## src/rtl/tank_unit.sv

```systemverilog
// Player tank controller: position, heading, HP, fire cooldown/buffer, one skill,
// invulnerability and respawn. Moves are wall-checked edge-pixel by edge-pixel at clk rate.
module tank_unit #(
  parameter int TANK_W        = 3,
  parameter int TANK_H        = 4,
  parameter int INIT_X        = 20,
  parameter int INIT_Y        = 70,
  parameter int INIT_DIR      = 3,
  parameter int MIN_X         = 4,
  parameter int MAX_X         = 193,
  parameter int MIN_Y         = 4,
  parameter int MAX_Y         = 136,
  parameter int MAX_HP        = 3,
  parameter int SPEED_NORMAL  = 1,
  parameter int SPEED_BOOST   = 2,
  parameter int BOOST_TICKS   = 300,
  parameter int FIRE_COOLDOWN = 15,
  parameter int FIRE_BUFFER   = 6,
  parameter int PIERCE_INIT   = 3,
  parameter int SPREAD_INIT   = 3,
  parameter int INVULN_TICKS  = 30,
  parameter int RESPAWN_TICKS = 0
) (
  input  logic       clk,
  input  logic       rstn,
  input  logic       game_tick,
  input  logic       game_start,
  input  logic       move_up,
  input  logic       move_down,
  input  logic       move_left,
  input  logic       move_right,
  input  logic       fire,
  input  logic       use_skill,
  input  logic [1:0] skill_type,
  output logic [7:0] check_x,
  output logic [7:0] check_y,
  output logic       check_valid,
  input  logic       hit_wall,
  input  logic       hit,
  output logic       fire_bullet,
  output logic       fire_spread,
  output logic       fire_pierce,
  output logic [7:0] bullet_x,
  output logic [7:0] bullet_y,
  output logic [1:0] bullet_dir,
  output logic [7:0] pos_x,
  output logic [7:0] pos_y,
  output logic [1:0] dir,
  output logic [2:0] hp,
  output logic       alive,
  output logic       invuln,
  output logic       busy,
  output logic       shield_active,
  output logic       boost_active,
  output logic [2:0] pierce_count,
  output logic [2:0] spread_count
);
  localparam logic [7:0]  IX   = 8'(INIT_X);
  localparam logic [7:0]  IY   = 8'(INIT_Y);
  localparam logic [1:0]  IDIR = 2'(INIT_DIR);
  localparam logic [7:0]  MNX  = 8'(MIN_X);
  localparam logic [7:0]  MNY  = 8'(MIN_Y);
  localparam logic [8:0]  MXX9 = 9'(MAX_X);
  localparam logic [8:0]  MXY9 = 9'(MAX_Y);
  localparam logic [7:0]  MXX  = 8'(MAX_X);
  localparam logic [7:0]  MXY  = 8'(MAX_Y);
  localparam logic [2:0]  HP0  = 3'(MAX_HP);
  localparam logic [7:0]  SPN  = 8'(SPEED_NORMAL);
  localparam logic [7:0]  SPB  = 8'(SPEED_BOOST);
  localparam logic [15:0] BT   = 16'(BOOST_TICKS);
  localparam logic [7:0]  FC   = 8'(FIRE_COOLDOWN);
  localparam logic [7:0]  FB   = 8'(FIRE_BUFFER);
  localparam logic [15:0] IT   = 16'(INVULN_TICKS);
  localparam logic [15:0] RT   = 16'(RESPAWN_TICKS);
  localparam logic [7:0]  TW   = 8'(TANK_W);
  localparam logic [7:0]  TH   = 8'(TANK_H);
  localparam logic [7:0]  TW2  = 8'(TANK_W / 2);
  localparam logic [7:0]  TH2  = 8'(TANK_H / 2);

  typedef enum logic [1:0] {IDLE, PROBE, DRAIN} state_t;

  state_t      state;
  logic        armed, fire_q, vert, blk;
  logic [7:0]  fbuf, cd, nx_r, ny_r;
  logic [15:0] bt, it, rt;
  logic [3:0]  k;

  logic [7:0]  spd, nx, ny, px, py, bx, by;
  logic [8:0]  sum_x, sum_y;
  logic [1:0]  mdir;
  logic [3:0]  nlast;
  logic        mv, do_move, do_fire, take, kill;

  assign busy = (state != IDLE);

  always_comb begin
    spd   = boost_active ? SPB : SPN;
    mv    = 1'b1;
    mdir  = dir;
    if (move_up)         mdir = 2'd0;
    else if (move_down)  mdir = 2'd1;
    else if (move_left)  mdir = 2'd2;
    else if (move_right) mdir = 2'd3;
    else                 mv   = 1'b0;
    sum_x = {1'b0, pos_x} + {1'b0, spd};
    sum_y = {1'b0, pos_y} + {1'b0, spd};
    nx = pos_x;
    ny = pos_y;
    px = pos_x;
    py = pos_y;
    case (mdir)
      2'd0: begin
        ny = ({1'b0, pos_y} < {1'b0, MNY} + {1'b0, spd}) ? MNY : pos_y - spd;
        py = ny;
      end
      2'd1: begin
        ny = (sum_y > MXY9) ? MXY : sum_y[7:0];
        py = ny + TH - 8'd1;
      end
      2'd2: begin
        nx = ({1'b0, pos_x} < {1'b0, MNX} + {1'b0, spd}) ? MNX : pos_x - spd;
        px = nx;
      end
      default: begin
        nx = (sum_x > MXX9) ? MXX : sum_x[7:0];
        px = nx + TW - 8'd1;
      end
    endcase
    case (dir)
      2'd0:    begin bx = pos_x + TW2;  by = pos_y - 8'd2; end
      2'd1:    begin bx = pos_x + TW2;  by = pos_y + TH;   end
      2'd2:    begin bx = pos_x - 8'd2; by = pos_y + TH2;  end
      default: begin bx = pos_x + TW;   by = pos_y + TH2;  end
    endcase
    nlast   = vert ? 4'(TANK_W - 1) : 4'(TANK_H - 1);
    do_move = game_tick && (state == IDLE) && alive && armed && mv;
    do_fire = game_tick && (state == IDLE) && alive && armed && (fbuf != 8'd0) && (cd == 8'd0);
    take    = hit && alive && !invuln;
    kill    = take && !shield_active && (hp == 3'd1);
  end

  always_ff @(posedge clk) begin
    if (!rstn) begin
      state <= IDLE; armed <= 1'b0; fire_q <= 1'b0; vert <= 1'b0; blk <= 1'b0;
      fbuf <= '0; cd <= '0; nx_r <= '0; ny_r <= '0; bt <= '0; it <= '0; rt <= '0; k <= '0;
      check_x <= '0; check_y <= '0; check_valid <= 1'b0;
      fire_bullet <= 1'b0; fire_spread <= 1'b0; fire_pierce <= 1'b0;
      bullet_x <= '0; bullet_y <= '0; bullet_dir <= '0;
      pos_x <= IX; pos_y <= IY; dir <= IDIR; hp <= HP0; alive <= 1'b1; invuln <= 1'b0;
      shield_active <= 1'b0; boost_active <= 1'b0; pierce_count <= '0; spread_count <= '0;
    end else begin
      fire_q      <= fire;
      fire_bullet <= 1'b0;
      fire_spread <= 1'b0;
      fire_pierce <= 1'b0;
      if (game_tick) begin
        if (cd != 8'd0)   cd   <= cd - 8'd1;
        if (fbuf != 8'd0) fbuf <= fbuf - 8'd1;
        if (boost_active) begin
          if (bt == 16'd1) boost_active <= 1'b0;
          bt <= bt - 16'd1;
        end
        if (invuln) begin
          if (it == 16'd1) invuln <= 1'b0;
          it <= it - 16'd1;
        end
      end
      if (fire && !fire_q) fbuf <= FB;

      if (game_start && !armed) begin
        armed <= 1'b1;
        case (skill_type)
          2'd1:    shield_active <= 1'b1;
          2'd2:    pierce_count  <= 3'(PIERCE_INIT);
          2'd3:    spread_count  <= 3'(SPREAD_INIT);
          default: ;
        endcase
      end
      if (use_skill && (skill_type == 2'd0) && alive && armed && !boost_active) begin
        boost_active <= 1'b1;
        bt           <= BT;
      end

      if (do_fire) begin
        fire_bullet <= 1'b1;
        bullet_x    <= bx;
        bullet_y    <= by;
        bullet_dir  <= dir;
        cd          <= FC;
        fbuf        <= 8'd0;
        if (spread_count != 3'd0) begin
          fire_spread  <= 1'b1;
          spread_count <= spread_count - 3'd1;
        end
        if (pierce_count != 3'd0) begin
          fire_pierce  <= 1'b1;
          pierce_count <= pierce_count - 3'd1;
        end
      end

      // Probe k's wall result arrives one cycle later, so the PROBE cycle for k=0 ignores hit_wall.
      case (state)
        IDLE: if (do_move) begin
          dir <= mdir;
          if ((nx != pos_x) || (ny != pos_y)) begin
            state       <= PROBE;
            check_valid <= 1'b1;
            check_x     <= px;
            check_y     <= py;
            k           <= 4'd0;
            blk         <= 1'b0;
            nx_r        <= nx;
            ny_r        <= ny;
            vert        <= ~mdir[1];
          end
        end
        PROBE: begin
          if (k != 4'd0) blk <= blk | hit_wall;
          if (k == nlast) begin
            state       <= DRAIN;
            check_valid <= 1'b0;
          end else begin
            k <= k + 4'd1;
            if (vert) check_x <= check_x + 8'd1;
            else      check_y <= check_y + 8'd1;
          end
        end
        DRAIN: begin
          state <= IDLE;
          if (!kill && !(blk | hit_wall)) begin
            pos_x <= nx_r;
            pos_y <= ny_r;
          end
        end
        default: state <= IDLE;
      endcase

      if (take) begin
        if (shield_active) begin
          shield_active <= 1'b0;
          if (INVULN_TICKS != 0) begin invuln <= 1'b1; it <= IT; end
        end else begin
          hp <= hp - 3'd1;
          if (hp == 3'd1) begin
            alive       <= 1'b0;
            state       <= IDLE;
            check_valid <= 1'b0;
            rt          <= RT;
          end else if (INVULN_TICKS != 0) begin
            invuln <= 1'b1;
            it     <= IT;
          end
        end
      end

      if (!alive && game_tick && (RESPAWN_TICKS != 0) && (rt != 16'd0)) begin
        rt <= rt - 16'd1;
        if (rt == 16'd1) begin
          pos_x <= IX; pos_y <= IY; dir <= IDIR; hp <= HP0; alive <= 1'b1;
          if (INVULN_TICKS != 0) begin invuln <= 1'b1; it <= IT; end
        end
      end
    end
  end
endmodule

```

## config.mk

```make
export PLATFORM = sky130hd
export DESIGN_NAME = tank_unit
export DESIGN_NICKNAME = d
export VERILOG_FILES = /design/src/rtl/tank_unit.sv
export SDC_FILE = /design/constraint.sdc
export NUM_CORES = 1
export LEC_CHECK = 0
export BUFFER_PORTS_ARGS = -buffer_cell sky130_fd_sc_hd__buf_2
export CAP_MARGIN = 5
export CORE_AREA = 2 2 146 148
export DETAILED_ROUTE_END_ITERATION = 7
export DIE_AREA = 0 0 148 150
export GPL_TIMING_DRIVEN = 0
export REMOVE_ABC_BUFFERS = 1
export SLEW_MARGIN = 20
export SYNTH_ARGS = -nofsm -noshare
export SYNTH_HDL_FRONTEND = slang
export SYNTH_SLANG_ARGS = --single-unit
export TNS_END_PERCENT = 10
```

## constraint.sdc

```tcl
create_clock -name clk -period 8.6 [get_ports clk]
set_input_delay 0 -clock clk [delete_from_list [all_inputs] [get_ports clk]]
set_output_delay 0 -clock clk [all_outputs]
set_load 0.05 [all_outputs]
```

# [After elaboration in Yosys (flattened, before gate mapping)]
# Index checks and enable logic that the tools add are counted.
[totals] regBits=143 latch_bits=0 ram_bits=0 rom_bits=0 inputBits=14 elab_cells=243 memories=0
[op_classes] add_sub_neg=25 n_mul=0 div_mod_pow=0 order_cmp=4 eq_ne=21 n_shift=0 n_mux=91 bitwise=4 n_reduce_logical=64
[ops] cell="8-bit case mux with 2 select lines" count=8
[ops] cell="8-bit 2-to-1 mux" count=12
[ops] cell="16-bit 2-to-1 mux" count=5
[ops] cell="3-bit 2-to-1 mux" count=11
[ops] cell="16-bit by 1-bit equality test with 1-bit output (second input constant)" count=2
[ops] cell="16-bit by 1-bit subtractor with 16-bit output (second input constant)" count=2
[ops] cell="8-bit by 1-bit subtractor with 8-bit output (second input constant)" count=4
[ops] cell="1-bit 2-to-1 mux" count=31
[ops] cell="9-bit 2-to-1 mux" count=3
[ops] cell="8-bit by 1-bit adder with 8-bit output (second input constant)" count=3
[ops] cell="8-bit by 2-bit adder with 8-bit output (second input constant)" count=3
[ops] cell="4-bit 2-to-1 mux" count=6
[ops] cell="2-bit 2-to-1 mux" count=11
[ops] cell="2-bit AND reduction" count=10
[ops] cell="8-bit by 2-bit adder with 9-bit output" count=2
[ops] cell="9-bit by 8-bit > comparator with 1-bit output (second input constant)" count=2
[ops] cell="1-bit logical AND" count=17
[ops] cell="8-bit by 3-bit adder with 8-bit output (second input constant)" count=2
[ops] cell="8-bit inequality test" count=2
[ops] cell="2-bit nonzero test" count=8
[ops] cell="8-bit nonzero test" count=2
[ops] cell="8-bit by 2-bit subtractor with 8-bit output" count=2
[ops] cell="8-bit by 2-bit subtractor with 8-bit output (second input constant)" count=2
[ops] cell="2-bit equality test (second input constant)" count=5
[ops] cell="other kinds (26)" count=54

# [Logic depth before layout (Yosys ltp)]
# Gate-level depths: netlist (run 1).
[logic_depth] depth_word=15 mapped_depth=17

# [Least setup slack after synthesis (run 1)]
# No wires, ideal clock.
[synth_path] kind="register -> register" start="register boost_active" end="register check_x[7]" setup_ps=126 t_arrival_ps=3951 t_required_ps=8474 path_slack_ps=4524 stages_incl_launch_ff=14 cell_sequence="dfxtp_1 -> inv_1 -> fa_1 -> nand3b_1 -> nor3_1 -> nor2_1 -> a311o_1 -> a221oi_2 -> o21ai_1 -> nor4_4 -> a31oi_4 -> buf_6 -> o21ai_0 -> o22ai_1"
[synth_between] elab_chain_cells=10 word_cells_on_any_way=27 cone_classes="7 x add/sub; 4 x order compare; 3 x eq/ne; 11 x mux; 2 x reduce/logical"
[synth_rtl] item="from (decl)" line_no="54" rtl="output logic boost_active,"
[synth_rtl] item="from (signal assigned)" line_no="150" rtl="shield_active <= 1'b0; boost_active <= 1'b0; pierce_count <= '0; spread_count <= '0;"
[synth_rtl] item="from (signal assigned)" line_no="160" rtl="if (bt == 16'd1) boost_active <= 1'b0;"
[synth_rtl] item="from (signal assigned)" line_no="180" rtl="boost_active <= 1'b1;"
[synth_rtl] item="2-bit 2-to-1 mux *" line_no="97" rtl="spd = boost_active ? SPB : SPN;"
[synth_rtl] item="8-bit by 2-bit adder with 9-bit output" line_no="105" rtl="sum_x = {1'b0, pos_x} + {1'b0, spd};"
[synth_rtl] item="9-bit by 8-bit > comparator with 1-bit output" line_no="125" rtl="nx = (sum_x > MXX9) ? MXX : sum_x[7:0];"
[synth_rtl] item="8-bit 2-to-1 mux" line_no="125"
[synth_rtl] item="8-bit by 2-bit adder with 8-bit output" line_no="126" rtl="px = nx + TW - 8'd1;"
[synth_rtl] item="8-bit by 1-bit subtractor with 8-bit output" line_no="126"
[synth_rtl] item="8-bit case mux with 2 select lines" line_no="111" rtl="case (mdir)"
[synth_rtl] item="8-bit 2-to-1 mux" line_no="205" rtl="if ((nx != pos_x) || (ny != pos_y)) begin"
[synth_rtl] item="8-bit 2-to-1 mux" line_no="203" rtl="IDLE: if (do_move) begin"
[synth_rtl] item="8-bit case mux with 2 select lines" line_no="202" rtl="case (state)"
[synth_rtl] item="to (signal assigned)" line_no="208" rtl="check_x <= px;"
[synth_rtl] item="to (signal assigned)" line_no="224" rtl="if (vert) check_x <= check_x + 8'd1;"
[synth_rtl] item="to (decl)" line_no="35" rtl="output logic [7:0] check_x,"
# Every way passes the cells marked *; elsewhere a longest branch is shown, timed or not. The select of a mux whose other input is x is not followed.
# A chain may end at the register's enable or synchronous reset.

# [Worst setup path after layout (run 1)]
[layout_path] start="register boost_active" end="register check_y[2]"
[layout_between] elab_chain_cells=10 word_cells_on_any_way=27 cone_classes="7 x add/sub; 4 x order compare; 3 x eq/ne; 11 x mux; 2 x reduce/logical"
[layout_rtl] item="2-bit 2-to-1 mux *" line_no="97"
[layout_rtl] item="8-bit by 2-bit adder with 9-bit output" line_no="106" rtl="sum_y = {1'b0, pos_y} + {1'b0, spd};"
[layout_rtl] item="9-bit by 8-bit > comparator with 1-bit output" line_no="117" rtl="ny = (sum_y > MXY9) ? MXY : sum_y[7:0];"
[layout_rtl] item="8-bit 2-to-1 mux" line_no="117"
[layout_rtl] item="8-bit by 3-bit adder with 8-bit output" line_no="118" rtl="py = ny + TH - 8'd1;"
[layout_rtl] item="8-bit by 1-bit subtractor with 8-bit output" line_no="118"
[layout_rtl] item="8-bit case mux with 2 select lines" line_no="111"
[layout_rtl] item="8-bit 2-to-1 mux" line_no="205"
[layout_rtl] item="8-bit 2-to-1 mux" line_no="203"
[layout_rtl] item="8-bit case mux with 2 select lines" line_no="202"
[layout_rtl] item="to (signal assigned)" line_no="209" rtl="check_y <= py;"
[layout_rtl] item="to (signal assigned)" line_no="225" rtl="else check_y <= check_y + 8'd1;"
[layout_rtl] item="to (decl)" line_no="36" rtl="output logic [7:0] check_y,"
# Marked as above.

==> flow_metrics.tcl, run 1 <==
set metrics [dict create \
    crit_required_ns 8.89 \
    setup_viol 0 \
    synth_top_area_share 0.314 \
    cts.sinks 143 \
    worstHoldStart "skill_type[0]" \
    fp.dieW_um 148 \
    status "finished, final reports clean" \
    yosys_warnings 0 \
    synth_common_cells "nor2_1, dfxtp_1, nand2_1" \
    drc 0 \
    io_buffer_count 83 \
    layout_min_cycle_time_ns 4.97 \
    worstHoldPathType "primary input to flop" \
    synth.distinct_cells 86 \
    cap_violations 0 \
    syn_area_per_cell_sq_um 7.87 \
    yosys-top-cells-area "dfxtp_1, nor2_1, ha_1" \
    power.total_mw 1.88 \
    crit_type "flop to flop" \
    synthesis.area_sq_mm 0.00913 \
    dr_total_vias 8511 \
    seqCellArea_sq_mm 0.00286 \
    final_hold_viol_count 0 \
    period_share 0.578 \
    die_h_um 150 \
    first_pass_iters 5 \
    slew_headroom 0.262 \
    drtIter0Drc 535 \
    rsz0062_at_grt "no" \
    drive_gt1_frac 0.124 \
    async_reset_ff_frac 0 \
    yosysSeqAreaShare 0.314 \
    num_io_pins 84 \
    final_util 0.497 \
    cts_max_path_buffers 2 \
    cts_tree "done" \
    start_kind "flop" \
    hold_ws_ns 0.0243 \
    rows 53 \
    grt_pass1_wl_um 40800 \
    finalWirelength_um 24900 \
    leakagePower_nw 4.14 \
    r2r-start "boost_active" \
    cp-end-kind "flop" \
    layout.nets 1263 \
    post-dp-hpwl_um 17700 \
    synth_flop_cell "dfxtp_1" \
    ir_drop_mv 0.124 \
    power_density_mw_per_mm2 183 \
    n_antenna_cell 0 \
    synth_most_common_cell "nor2_1" \
    root_buffer "clkbuf_16" \
    antenna_found_initial 0 \
    startpoint "boost_active" \
    tns_ns 0 \
    cts_made_buffers 17 \
    fmax_ghz 0.201 \
    track_usage 0.226 \
    cts_hold_buf 7 \
    gr-total-overflow 0 \
    area_growth_pct 12.7 \
    fillers 2096 \
    arrival_ns 5.26 \
    yosysTopAreaCell "dfxtp_1" \
    path_max_fanout 24 \
    routedWlPerCell_um 16.6 \
    first_global_vias 7813 \
    viasPerCell 5.70 \
    cts_resized 0 \
    gp_congestion 0.962 \
    initial_core_util 0.441 \
    htree_num_levels 4 \
    drv_slew 0 \
    clkTransAtPathRegs_ns 0.06 \
    clk_latency_ns 0.43 \
    grt_max_degree 74 \
    netlist_instances 1160 \
    core_sq_mm 0.0207 \
    postCtsSetupRepairBufs 0 \
    multi_input_area_sq_mm 0.00581 \
    fin_skew_ns 0.00936 \
    worst_pin_slew_ns 1.11 \
    die_area_sq_mm 0.0222 \
    synth_seq_cells 143 \
    synth_edf_count 0 \
    postRouteAntennaNets 0 \
]
[worst max-delay path: stages (launching register included)]
cell	delay (ns)
dfxtp_1	0.43
inv_1	0.42
ha_1	0.25
inv_1	0.05
fa_1	0.45
nand3b_1	0.35
nor3_1	0.31
nor2_1	0.17
a311o_1	0.48
a221oi_2	0.28
o21ai_1	0.14
nor4_4	0.37
a31oi_4	0.34
buf_16	0.28
o21ai_1	0.35
o211ai_1	0.15
[cells in the final DEF, fill, tap and decap left out, drive strengths merged, types with 11 or more instances in the layout]
cell	count
a211oi	16
a21oi	69
a311oi	12
a31oi	11
and3	13
buf	85
clkbuf	18
dfxtp	143
ha	37
inv	54
mux2i	22
nand2	110
nand2b	13
nand3	40
nor2	157
nor2b	12
nor3	45
nor4	21
o211ai	13
o21ai	63
or3	22
xnor2	52
xor2	27
[path summary, 6_finish.rpt]
path                           to  slack, ns  cells past startpoint
hold reg to reg       bullet_y[1]       0.45                      2
hold / removal    pierce_count[0]       0.02                      4
setup / recovery       check_y[2]       3.63                     15
setup reg to reg       check_y[2]       3.63                     15
[state kept, by name (all words and copies together) (netlist names), 2 cells and up]
| signal | count |
|---|---|
| bt | 16 |
| it | 16 |
| bullet_x | 8 |
| bullet_y | 8 |
| cd | 8 |
| check_x | 8 |
| check_y | 8 |
| fbuf | 8 |
| nx_r | 8 |
| ny_r | 8 |
| pos_x | 8 |
| pos_y | 8 |
| k | 4 |
| hp | 3 |
| pierce_count | 3 |
| spread_count | 3 |
| bullet_dir | 2 |
| dir | 2 |
| state | 2 |
[metal layers]
metal	routed length (um)	vias up	part of all wire	global-route usage
met5	0	-	0	0
met4	349	0	0.014	0.0648
met3	1330	27	0.054	0.0384
met2	11200	259	0.45	0.355
met1	12000	3980	0.48	0.320
li1	-	4245	-	-
[power breakdown]
part | total (mW) | internal (mW) | switching, mW
Clock | 0.731 | 0.409 | 0.323
Combinational | 0.383 | 0.140 | 0.244
Sequential | 0.764 | 0.715 | 0.0494
Total | 1.88 | 1.26 | 0.616
[metrics by stage]
step	worst slack, ns	cell area, sq um	instances
2_1_floorplan	4.15	8830	1095
5_1_grt	3.26	10300	1494
4_1_cts	3.63	10300	1494
6_report	3.63	10300	1494
3_3_place_gp	3.29	9590	1453
3_5_place_dp	3.62	9640	1455
[cell families after synthesis]
family / synth area share
simple gates: 0.266
flops: 0.314
mux: 0.0254
compound gates: 0.204
xor+xnor: 0.0766
buf+inv: 0.0514
fa+ha+maj: 0.0639
[area by class of cell]
class                      instances  share of cell area
multi-input combinational        906               0.565
clock buffer                      18              0.0417
sequential                       143               0.278
clock inverter                    14              0.0142
inverter                          46              0.0170
tap                              275              0.0334
timing repair buffer              92              0.0506
(Power assumes the default switching activity.)
==> inputs of run 2 (changes only) <==
clock period = 4.2 ns   (was 8.6 ns; I/O delays follow)
==> run 2 against run 1 <==
Compared with the run above:
- register-to-register slack worse by 3.4 ns
- hold slack got worse by 0.0016 ns
- first-iteration DRC count rose by 1.1%
- flip-flop and latch count unchanged
==> flow_metrics.tcl, run 2 (synthesis results as in run 1) <==
set metrics [dict create \
    status "finished, final reports clean" \
    leakagePower_nw 4.23 \
    area_growth_pct 15.2 \
    antenna_found_initial 0 \
    initial_core_util 0.441 \
    worst_pin_slew_ns 1.14 \
    place_area_sq_mm 0.00964 \
    fmax_ghz 0.253 \
    drive_gt1_frac 0.151 \
    start_kind "flop" \
    gp_congestion 0.962 \
    cts.sinks 143 \
    tns_ns 0 \
    gr-total-overflow 0 \
    cpMaxStageDelayCell "a311o_2" \
    post-dp-hpwl_um 17700 \
    postRouteAntennaNets 0 \
    clk_latency_ns 0.43 \
    ir_drop_mv 0.257 \
    power_density_mw_per_mm2 367 \
    dr_total_vias 8606 \
    n_antenna_cell 0 \
    grt-busiest-layer "met2" \
    arrival_ns 4.25 \
    rows 53 \
    layout.nets 1278 \
    drc 0 \
    fillers 2076 \
    worstHoldPathType "primary input to flop" \
    seqCellArea_sq_mm 0.00287 \
    use_met3 0.0390 \
    cap_violations 0 \
    core_sq_mm 0.0207 \
    drv_slew 0 \
    cts_tree "done" \
    critPathMaxStageDelay_ns 0.41 \
    largestRegisters "bt (16), it (16)" \
    clkTransAtPathRegs_ns 0.06 \
    num_io_pins 84 \
    period_share 0.940 \
    hold_ws_ns 0.0227 \
    drtIter0Drc 541 \
    globalRouteMet1Util 0.324 \
    fin_skew_ns 0.00997 \
    htree_num_levels 4 \
    grt_max_degree 74 \
    io_buffer_count 83 \
    fp.dieW_um 148 \
    path_max_fanout 24 \
    cp-end-kind "flop" \
    post-route-cell-area_sq_mm 0.0105 \
    grt_use_met2 0.357 \
    track_usage 0.230 \
    multi_input_area_sq_mm 0.00591 \
    setup_viol 0 \
    fin_ws_ns 0.251 \
    final_hold_viol_count 0 \
    grt_pass1_wl_um 41300 \
    crit_type "flop to flop" \
    layout_min_cycle_time_ns 3.95 \
    pre_cts_ws_ns -0.777 \
    finalWirelength_um 25400 \
    cts_max_path_buffers 2 \
    cts_made_buffers 17 \
    rsz0062_at_grt "no" \
    cp_top_family "compound AO/OA/AOI/OAI gates" \
    layout_common_cells "nor2_1, dfxtp_1, nand2_1" \
    die_area_sq_mm 0.0222 \
    crit_chain "clkinvlp_4 > ha_1 > inv_1 > fa_2 > nand3b_1 > nor3_2 > nor2_2 > a311o_2 > a221oi_2 > o21ai_1 > nor4_4 > buf_4 > a31oi_4 > buf_16 > o21ai_2 > o211ai_1" \
    viasPerCell 5.70 \
    crit_buf_inv 4 \
    slew_headroom 0.239 \
    first_global_vias 7841 \
    first_pass_iters 6 \
    crit_required_ns 4.50 \
    root_buffer "clkbuf_16" \
    layout_commonest_cell "nor2_1" \
    routedWlPerCell_um 16.8 \
    die_h_um 150 \
]
## run 2: per-layer routing
| layer | share of wire | wire length [um] | up-vias |
|---|---|---|---|
| li1 | - | - | 4278 |
| met3 | 0.049 | 1240 | 38 |
| met5 | 0 | 0 | - |
| met4 | 0.020 | 506 | 0 |
| met1 | 0.48 | 12200 | 4044 |
| met2 | 0.45 | 11400 | 246 |
## run 2: layout make-up
class	instances	share of cell area
inverter	46	0.0170
sequential	143	0.273
tap	275	0.0327
timing repair buffer	106	0.0607
clock inverter	14	0.0139
clock buffer	18	0.0408
multi-input combinational	907	0.562
## run 2: timing repair
action,4_1_cts,5_1_grt
hold buffers,7,0
gates resized for setup,11,16
pin swaps,3,6
setup buffers,7,7
endpoints found under the setup margin,40,38
hold endpoints to repair,7,0
cloned,1,0
## run 2: through the flow
step	total power, mW	instances	util
global placement	2.36	1453	0.464
finish	3.86	1509	0.508
CTS	3.89	1502	0.502
detailed placement	2.37	1455	0.466
floorplan	2.18	1095	-
global route	4.06	1509	0.508
## run 2: worst paths after layout
check                              startpoint               to  slack (ns)  depth (start not counted)
worst min-delay path            skill_type[0]  pierce_count[0]        0.02                          4
worst max-delay path             boost_active       check_y[2]        0.25                         16
worst min register to register    bullet_y[1]      bullet_y[1]        0.45                          2
worst max register to register   boost_active       check_y[2]        0.25                         16
## run 2: where the power goes
group | leakage [nW] | internal [mW] | total, mW | switching, mW
clock | 0.270 | 0.836 | 1.50 | 0.661
sequential | 1.16 | 1.46 | 1.56 | 0.101
combinational | 2.79 | 0.296 | 0.803 | 0.507
total | 4.23 | 2.60 | 3.86 | 1.27
## run 2: worst min-delay path: stages
cell,delay [ns]
buf_2,0.11
nor2_1,0.09
nor3_1,0.14
a211oi_1,0.07
==> inputs of run 3 (changes only) <==
CTS_BUF_LIST = sky130_fd_sc_hd__clkbuf_4   (was unset)
==> run 3 against run 2 <==
Compared with the run above:
- via count grew 0.19%
- global-route usage grew 0.076 points
- routed wire length barely moved
- non-clock buffer count rose by 7
- flip-flop and latch count did not move
- sequential power barely moved
- first-iteration DRC count increased by 5.2%
- worst setup slack got worse by 0.0083 ns
- power is 15% lower
- cell count is 0.60% higher
- critical path depth did not move
- combinational power grew 0.6%
- critical path type unchanged
- highest routed layer unchanged
==> flow_metrics.tcl, run 3 (synthesis results as in run 1) <==
set metrics [dict create \
    post-route-cell-area_sq_mm 0.0103 \
    fmax_ghz 0.253 \
    layout.nets 1285 \
    cts_made_buffers 17 \
    place_inst 1455 \
    track_usage 0.231 \
    initial_core_util 0.441 \
    rsz0062_at_grt "no" \
    drv_slew 0 \
    worstHoldPathType "primary input to flop" \
    io_buffer_count 83 \
    pre_cts_ws_ns -0.777 \
    num_io_pins 84 \
    first_global_vias 7873 \
    cp-end-kind "flop" \
    crit_type "flop to flop" \
    clkTransAtPathRegs_ns 0.15 \
    drive_gt1_frac 0.151 \
    cap_violations 0 \
    path_max_fanout 24 \
    rows 53 \
    stdcell_count 1518 \
    die_area_sq_mm 0.0222 \
    layout_min_cycle_time_ns 3.96 \
    htree_num_levels 4 \
    gr-total-overflow 0 \
    finalWirelength_um 25400 \
    power.total_mw 3.28 \
    start_kind "flop" \
    setup_viol 0 \
    postRouteAntennaNets 0 \
    status "finished, final reports clean" \
    crit_required_ns 4.71 \
    grt_pass1_wl_um 41300 \
    largestRegisters "bt (16), it (16)" \
    place_area_sq_mm 0.00964 \
    tns_ns 0 \
    post-dp-hpwl_um 17700 \
    root_buffer "clkbuf_4" \
    cts.sinks 143 \
    dr_total_vias 8622 \
    final_util 0.498 \
    drc 0 \
    worst_pin_slew_ns 1.08 \
    grt_max_degree 74 \
    fp.dieW_um 148 \
    hold_ws_ns 0.127 \
    core_sq_mm 0.0207 \
    die_h_um 150 \
    layout_common_cells "nor2_1, dfxtp_1, nand2_1" \
    viasPerCell 5.68 \
    ir_drop_mv 0.160 \
    period_share 0.942 \
    fin_skew_ns 0.0251 \
    area_growth_pct 12.9 \
    cts_tree "done" \
    cts_max_path_buffers 2 \
    final_hold_viol_count 0 \
    arrival_ns 4.47 \
    gp_congestion 0.962 \
    fin_ws_ns 0.243 \
    power_density_mw_per_mm2 318 \
    slew_headroom 0.278 \
    layout_commonest_cell "nor2_1" \
    routedWlPerCell_um 16.7 \
    antenna_found_initial 1 \
    clk_latency_ns 0.58 \
    first_pass_iters 7 \
    drtIter0Drc 569 \
    leakagePower_nw 4.13 \
]
-- run 3: report_power, final --
part           switching, mW  leakage (nW)  total [mW]  internal (mW)
Sequential             0.101          1.16        1.56           1.46
Clock                  0.588         0.142       0.909          0.321
Combinational          0.508          2.83       0.808          0.301
-- run 3: worst paths after layout --
path / from / end / slack, ns / cells past startpoint
max: boost_active / check_y[4] / 0.24 / 16
min: move_left / check_x[6] / 0.13 / 6
max reg2reg: boost_active / check_y[4] / 0.24 / 16
min reg2reg: bullet_y[1] / bullet_y[1] / 0.46 / 2
-- run 3: critical path, cell delays in order, from the launching register on --
cell and delay, ns:
dfxtp_4 0.42, clkinvlp_4 0.15, ha_1 0.18, inv_1 0.05
fa_2 0.38, nand3b_1 0.26, nor3_2 0.29, nor2_2 0.11
a311o_2 0.41, a221oi_2 0.26, o21ai_1 0.15, nor4_4 0.35
buf_4 0.17, a31oi_4 0.10, buf_16 0.19, o41a_1 0.36
o21ai_0 0.07
-- run 3: repair_timing --
| item | 4_1_cts | 5_1_grt |
|---|---|---|
| setup endpoints to repair | 40 | 39 |
| resized for setup | 12 | 16 |
| setup buffers | 7 | 7 |
| hold buffers | 14 | 0 |
| endpoints found under the hold margin | 44 | 0 |
| pin swaps | 3 | 5 |
| cloned | 1 | 0 |
-- run 3: area by class of cell --
type	count	area, sq um
inverter	46	179
clock buffer	18	135
antenna	2	5.00
timing repair buffer	113	708
clock inverter	14	146
sequential	143	2870
multi-input combinational	907	5920
fill	2100	10400
tap	275	344
-- run 3: per-layer routing --
metal  GRT usage  part of all wire
met5           0                 0
met4      0.0848             0.022
met3      0.0363             0.050
met2       0.361              0.45
met1       0.321              0.48
